===== src/rtl/count_sched.sv =====
// count_sched: round-robin scheduler sharing one loadable W-bit up-counter among NREQ requesters.
// Define COUNT_SCHED_ABORT_EN to end a window early when the winner drops its request.
module count_sched #(
    parameter int NREQ = 4,
    parameter int W    = 3
) (
    input  logic                     clk,
    input  logic                     reset,
    input  logic [NREQ-1:0]          req,
    input  logic [NREQ*W-1:0]        len,
    input  logic                     en,
    output logic [NREQ-1:0]          gnt,
    output logic                     busy,
    output logic [W-1:0]             cnt_q,
    output logic                     done,
    output logic [$clog2(NREQ)-1:0]  done_id,
    output logic                     aborted
);
    localparam int IW = $clog2(NREQ);

    typedef enum logic [1:0] {IDLE, LOAD, COUNT, DONE} state_t;

    state_t        state, state_nx;
    logic [IW-1:0] ptr, win, pick;
    logic [W-1:0]  len_r;
    logic          found, abort;

    // first requester at or after ptr, wrapping
    always_comb begin
        pick  = ptr;
        found = 1'b0;
        for (int i = 0; i < NREQ; i++) begin
            if (!found && req[IW'((int'(ptr) + i) % NREQ)]) begin
                pick  = IW'((int'(ptr) + i) % NREQ);
                found = 1'b1;
            end
        end
    end

`ifdef COUNT_SCHED_ABORT_EN
    logic ab_r;
    assign abort   = (state == LOAD || state == COUNT) && !req[win];
    assign aborted = (state == DONE) && ab_r;
    always_ff @(posedge clk or negedge reset) begin
        if (!reset)
            ab_r <= 1'b0;
        else if (state != DONE)
            ab_r <= abort;
    end
`else
    assign abort   = 1'b0;
    assign aborted = 1'b0;
`endif

    always_comb begin
        state_nx = state;
        case (state)
            IDLE:    state_nx = found ? LOAD : IDLE;
            LOAD:    state_nx = abort ? DONE : COUNT;
            COUNT:   state_nx = (abort || cnt_q == len_r) ? DONE : COUNT;
            default: state_nx = IDLE;
        endcase
    end

    always_ff @(posedge clk or negedge reset) begin
        if (!reset) begin
            state <= IDLE;
            ptr   <= '0;
            win   <= '0;
            cnt_q <= '0;
            len_r <= '0;
        end else begin
            state <= state_nx;
            if (state == IDLE && found)
                win <= pick;
            if (state == LOAD && !abort) begin
                cnt_q <= '0;
                len_r <= len[int'(win)*W +: W];
            end
            if (state == COUNT && !abort && cnt_q != len_r && en)
                cnt_q <= cnt_q + W'(1);
            if (state == DONE)
                ptr <= IW'((int'(win) + 1) % NREQ);
        end
    end

    assign busy    = state != IDLE;
    assign done    = state == DONE;
    assign done_id = done ? win : '0;
    assign gnt     = busy ? NREQ'(1) << win : '0;
endmodule


===== config.mk =====
export PLATFORM = sky130hd
export DESIGN_NAME = count_sched
export DESIGN_NICKNAME = d
export VERILOG_FILES = /design/src/rtl/count_sched.sv
export SDC_FILE = /design/constraint.sdc
export NUM_CORES = 1
export LEC_CHECK = 0
export BUFFER_PORTS_ARGS = -buffer_cell sky130_fd_sc_hd__buf_2
export CAP_MARGIN = 10
export CORE_MARGIN = 2
export CORE_UTILIZATION = 43
export DETAILED_ROUTE_END_ITERATION = 6
export PLACE_DENSITY = 0.72
export SYNTH_ARGS = -nofsm -noshare
export SYNTH_HDL_FRONTEND = slang
export SYNTH_SLANG_ARGS = --single-unit
export TNS_END_PERCENT = 10

===== constraint.sdc =====
create_clock -name clk -period 1.2 [get_ports clk]
set_input_delay 0.06 -clock clk [delete_from_list [all_inputs] [get_ports clk]]
set_output_delay 0.06 -clock clk [all_outputs]
set_load 0.02 [all_outputs]

Word-level counts from Yosys, hierarchy flattened
Index checks and enable logic that the tools add are counted.
{"block": "totals", "regBits": 12, "input_bits": 19, "out_inout_bits": 12, "wordCells": 60}
{"block": "classes", "n_addsub": 5, "mul": 1, "n_lt_le_gt_ge": 4, "eq_ne": 5, "n_shift": 2, "mux": 26, "n_reduce_logical": 12}
{"operator": "2-bit by 4-bit less-than comparator with 1-bit output, second input constant", "n": 4}
{"operator": "1-bit 2-to-1 mux", "n": 14}
{"operator": "12-bit by 5-bit variable part select with 3-bit output", "n": 1}
{"operator": "1-bit binary-select mux with 2-bit select", "n": 4}
{"operator": "2-bit 2-to-1 mux", "n": 4}
{"operator": "1-bit logical AND", "n": 6}
{"operator": "3-bit 2-to-1 mux", "n": 2}
{"operator": "2-bit case mux with 3 select lines", "n": 1}
{"operator": "2-bit by 1-bit adder with 2-bit output, second input constant", "n": 2}
{"operator": "2-bit adder, second input constant", "n": 2}
{"operator": "2-bit == test, second input constant", "n": 2}
{"operator": "2-bit by 2-bit multiplier with 4-bit output, second input constant", "n": 1}
{"operator": "4-bit 2-to-1 mux", "n": 1}
{"operator": "2-bit nonzero test", "n": 2}
{"operator": "1-bit by 2-bit left shift with 4-bit output, first input constant", "n": 1}
{"operator": "3-bit by 1-bit adder with 3-bit output, second input constant", "n": 1}
{"operator": "3-bit == test", "n": 1}
{"operator": "1-bit zero test", "n": 3}
{"operator": "3-bit inequality test", "n": 1}
{"operator": "2-bit by 1-bit == test with 1-bit output, second input constant", "n": 1}
{"operator": "2-bit zero test", "n": 1}

Depth between registers and ports, before layout
{"block": "depth", "word_depth": 15, "mapped_depth": 5, "mapped_depth_nobuf": 5}

Least setup slack after synthesis
OpenSTA, ideal clock, no wires.
{"block": "synth_path", "path_type": "register to register", "start": "register cnt_q[0]", "end": "register cnt_q[0]", "setup_time_ns": 0.125, "arrival_ns": 1.295, "t_required_ns": 1.075, "setup_slack_ns": -0.219, "stages_incl_launch_ff": 4, "path_buffers": 0, "synth_period_minus_slack_ns": 1.419, "cell_sequence": "dfrtp_1 -> xor2_1 -> o311a_1 -> mux2_2"}
{"block": "synth_via", "elab_chain_len": 4, "word_cells_on_any_way": 6, "cone_classes": "add/sub (1); eq/ne (1); mux (1); reduce/logical (3)"}
{"element": "from (decl)", "line": "14", "rtl": "output logic [W-1:0] cnt_q,"}
{"element": "from (signal assigned)", "line": "81", "rtl": "cnt_q <= cnt_q + W'(1);"}
{"element": "parallel branches: the longest is 4 deep, another holds 3-bit by 1-bit adder with 3-bit output"}
Several ways; the timed one is not identified.
A chain may end at the register's enable or synchronous reset.

Final worst setup path
{"block": "layout_path", "start": "register win[0]", "end": "register len_r[0]"}
{"block": "layout_via", "elab_chain_len": 2}
{"element": "from (decl)", "line": "24", "rtl": "logic [IW-1:0] ptr, win, pick;"}
{"element": "from (signal assigned)", "line": "75", "rtl": "win <= pick;"}
{"element": "2-bit by 2-bit multiplier with 4-bit output", "line": "78", "rtl": "len_r <= len[int'(win)*W +: W];"}
{"element": "12-bit by 5-bit variable part select with 3-bit output", "line": "78"}
{"element": "to (signal assigned)", "line": "78"}
{"element": "to (decl)", "line": "25", "rtl": "logic [W-1:0] len_r;"}
Every way passes these cells.

==> results.toml <==
[placement]
dpl_cell_area_sq_mm = 0.00107
io_buffers = 29
gp_congestion = 0.754
place_hpwl_um = 1520

[routing]
first_iter_violations = 15
wire_per_inst_um = 15.2
wl_um = 2310
via_count = 803
drc_errors = 0
drtPass1Iterations = 4
antenna_left = 0
viasPerCell = 5.28

[layout]
area_growth_pct = 51.7
fin_nets = 154
stdcell_area_sq_mm = 0.00128
fill_cells = 153
diodes = 0
drive_gt1_frac = 0.568

[global_routing]
grtUsageMet2 = 0.368
grt_pass1_vias = 814
busiest_layer = "met2"
grt_first_pass_wirelength_um = 3770
grt-ovfl-total = 0
use_met1 = 0.257
grt_antenna_before_repair = 0
grt.total_usage = 0.215
met3_usage = 0.0216
grt_start_max_net_pins = 13

[worst_setup_path]
required_ns = 1.36
slowest_delay_ns = 0.48
reg2reg_to = "len_r[0]$_DFFE_PN0P_"
worstSetupStartpoint = "win[0]$_DFFE_PN0P_"
reg2reg_from = "win[0]$_DFFE_PN0P_"
slowest_stage = "mux4_2"
crit_path_end_kind = "flip-flop"
crit_arrival_ns = 1.53
crit_fanout = 3
critical_path_class = "flip-flop to flip-flop"
startpoint_type = "flip-flop"
worstPathCellList = "buf_6 > mux4_2 > mux2_4"
crit_path_end = "len_r[0]$_DFFE_PN0P_"
reg2reg_depth = 3
worst-path-stages = 3
ff2ff_setup_slack_ns = -0.18
cpLargestDelayFamily = "multiplexers"
critPathBufInv = 1

[power]
netSwitchingFraction = 0.416
power.density_mw_per_mm2 = 2610
pwr-share-comb = 0.685
p_seq_frac = 0.231
power.switching_uw = 1390
power_frac_clock = 0.083
intPower_uw = 1950
peakVddDrop_uv = 1490
power_uw = 3340
p_leak_uw = 0.000636

[floorplanning]
start_util = 0.444
coreArea_sq_mm = 0.00190
die_height_um = 48.3
die_area_sq_mm = 0.00233
rows = 16
io_pins = 31
dieWidth_um = 48.3

[timing]
finalHoldViolations = 0
fmax_mhz = 727
drv_slew = 0
setup-violations-final = 16
grt_setup_unrepaired = "true"
fin_crit_sh = 1.15
fin_skew_ns = 0.0133
setup_ws_ns = -0.176
finalCriticalPeriod_ns = 1.38

[synth]
syn_nets = 106
ys_warn_count = 0
yosysSeqAreaShare = 0.356
syn_area_per_cell_sq_um = 10.8
ys_types = 29
yosys_register_bits = 12
syn_area_sq_um = 845
synthCells = 78

[run]
drv_cap = 0

[clock_network]
h-tree-depth = 1
clk_pin_slew_ns = 0.09
cts_made_buffers = 3
clockBufferDepth = 2
cts_tree = "done"
insertion_delay_ns = 0.28
cts_root_buffer = "clkbuf_4"
cts.sinks = 12

[outcome]
status = "complete, but fails checks"
failed_checks = "setup timing"

[hold_path]
hold_class = "input pin to flip-flop"
timing repair:
item	4_1_cts	5_1_grt
pin swaps	5	1
gates resized for setup	30	10
hold buffers	1	0
setup endpoints to repair	18	17
setup buffers	5	1
endpoints found under the hold margin	12	0
layout make-up:
cell class	count	area (sq um)	area share
Sequential cell	12	305	0.238
Inverter	9	33.8	0.0264
Tap cell	27	33.8	0.0264
Multi-Input combinational cell	55	558	0.436
Clock buffer	4	26.3	0.0205
Timing Repair Buffer	45	324	0.253
cell families (layout without fill, tap and decap cells):
| family | Yosys count | in the layout | synth area share |
|---|---|---|---|
| compound gates | 17 | 17 | 0.166 |
| xor+xnor | 3 | 3 | 0.0311 |
| fa+ha+maj | 9 | 9 | 0.133 |
| buf+inv | 11 | 58 | 0.0622 |
| flops | 12 | 12 | 0.356 |
| mux | 8 | 8 | 0.145 |
| other cells | 1 | 1 | 0.00444 |
| simple gates | 17 | 17 | 0.102 |
metal layers:
layer,part of all wire,up-vias,routed length (um)
li1,-,370,-
met1,0.40,398,924
met5,0,-,0
met4,0.020,0,47
met2,0.53,29,1230
met3,0.047,6,108
synth_stat cells, drive strengths merged:
cell type  count  share of area
and2           2          0.016
o211ai         1         0.0089
inv            9          0.040
nand2b         2          0.015
a221oi         2          0.021
o41ai          1          0.033
dfrtp         12           0.36
o21ai          3          0.018
mux2           4          0.053
xor2           3          0.031
a21oi          2          0.012
o22ai          1         0.0074
o2bb2ai        1          0.010
a22oi          1         0.0089
a21boi         1         0.0089
ha             9           0.13
mux4           3          0.080
o311a          1          0.012
a21o           1         0.0089
o31ai          2          0.018
mux2i          1          0.012
conb           1         0.0044
nor2           4          0.018
nor2b          4          0.030
nand2          4          0.018
nor3           1         0.0059
buf            2          0.022
placed cells by master (no fill, tap or decap), types with 3 or more instances in the layout:
cell type,instances
dfrtp_1,8
nor2b_4,3
xor2_1,3
o21ai_0,3
inv_2,4
inv_1,5
dfrtp_2,4
ha_1,7
mux2_4,3
buf_6,11
nand2_1,4
clkbuf_4,3
buf_2,23
buf_4,10
nor2_1,3
mux4_2,3
power by group through the flow:
stage                     registers (uW)  clock network (uW)  logic (uW)
after detailed placement             786                   0        1620
after global placement               771                   0        1580
after CTS                            766                 288        2090
final                                773                 279        2290
after floorplan                      809                   0        1040
after global routing                 792                 308        2480
sequential cells by signal, indices dropped and copies added, names as in the netlist:
name   flops
len_r      3
state      2
win        2
ptr        2
cnt_q      3
worst min path at each step:
stage | slack [ns] | cells past startpoint | endpoint | startpoint
6_report | 0.15 | 4 | cnt_q[2]$_DFFE_PN0P_ | en
5_1_grt | 0.15 | 4 | win[1]$_DFFE_PN0P_ | req[3]
4_1_cts | 0.13 | 4 | cnt_q[2]$_DFFE_PN0P_ | en
2_1_floorplan | -0.24 | 0 | cnt_q[0]$_DFFE_PN0P_ | reset
3_5_place_dp | -0.04 | 1 | len_r[1]$_DFFE_PN0P_ | reset
3_3_place_gp | -0.05 | 1 | len_r[2]$_DFFE_PN0P_ | reset
stage by stage:
stage                     cells  hold WS (ns)  setup TNS [ns]   util  worst slack (ns)
after floorplan              78        -0.236          -0.782      -            -0.180
after global placement      141       -0.0497          -0.538  0.565            -0.127
after detailed placement    141       -0.0408          -0.784  0.565            -0.154
after CTS                   151         0.133           -1.92  0.651            -0.166
after global routing        152         0.150           -2.83  0.674            -0.216
final                       152         0.146           -2.04  0.674            -0.176
worst min-delay path: stages:
cell and delay [ns]:
buf_2 0.10, o211ai_1 0.08, a21o_1 0.09, o2bb2ai_1 0.06
No activity file was read; power rests on OpenSTA's default activity.
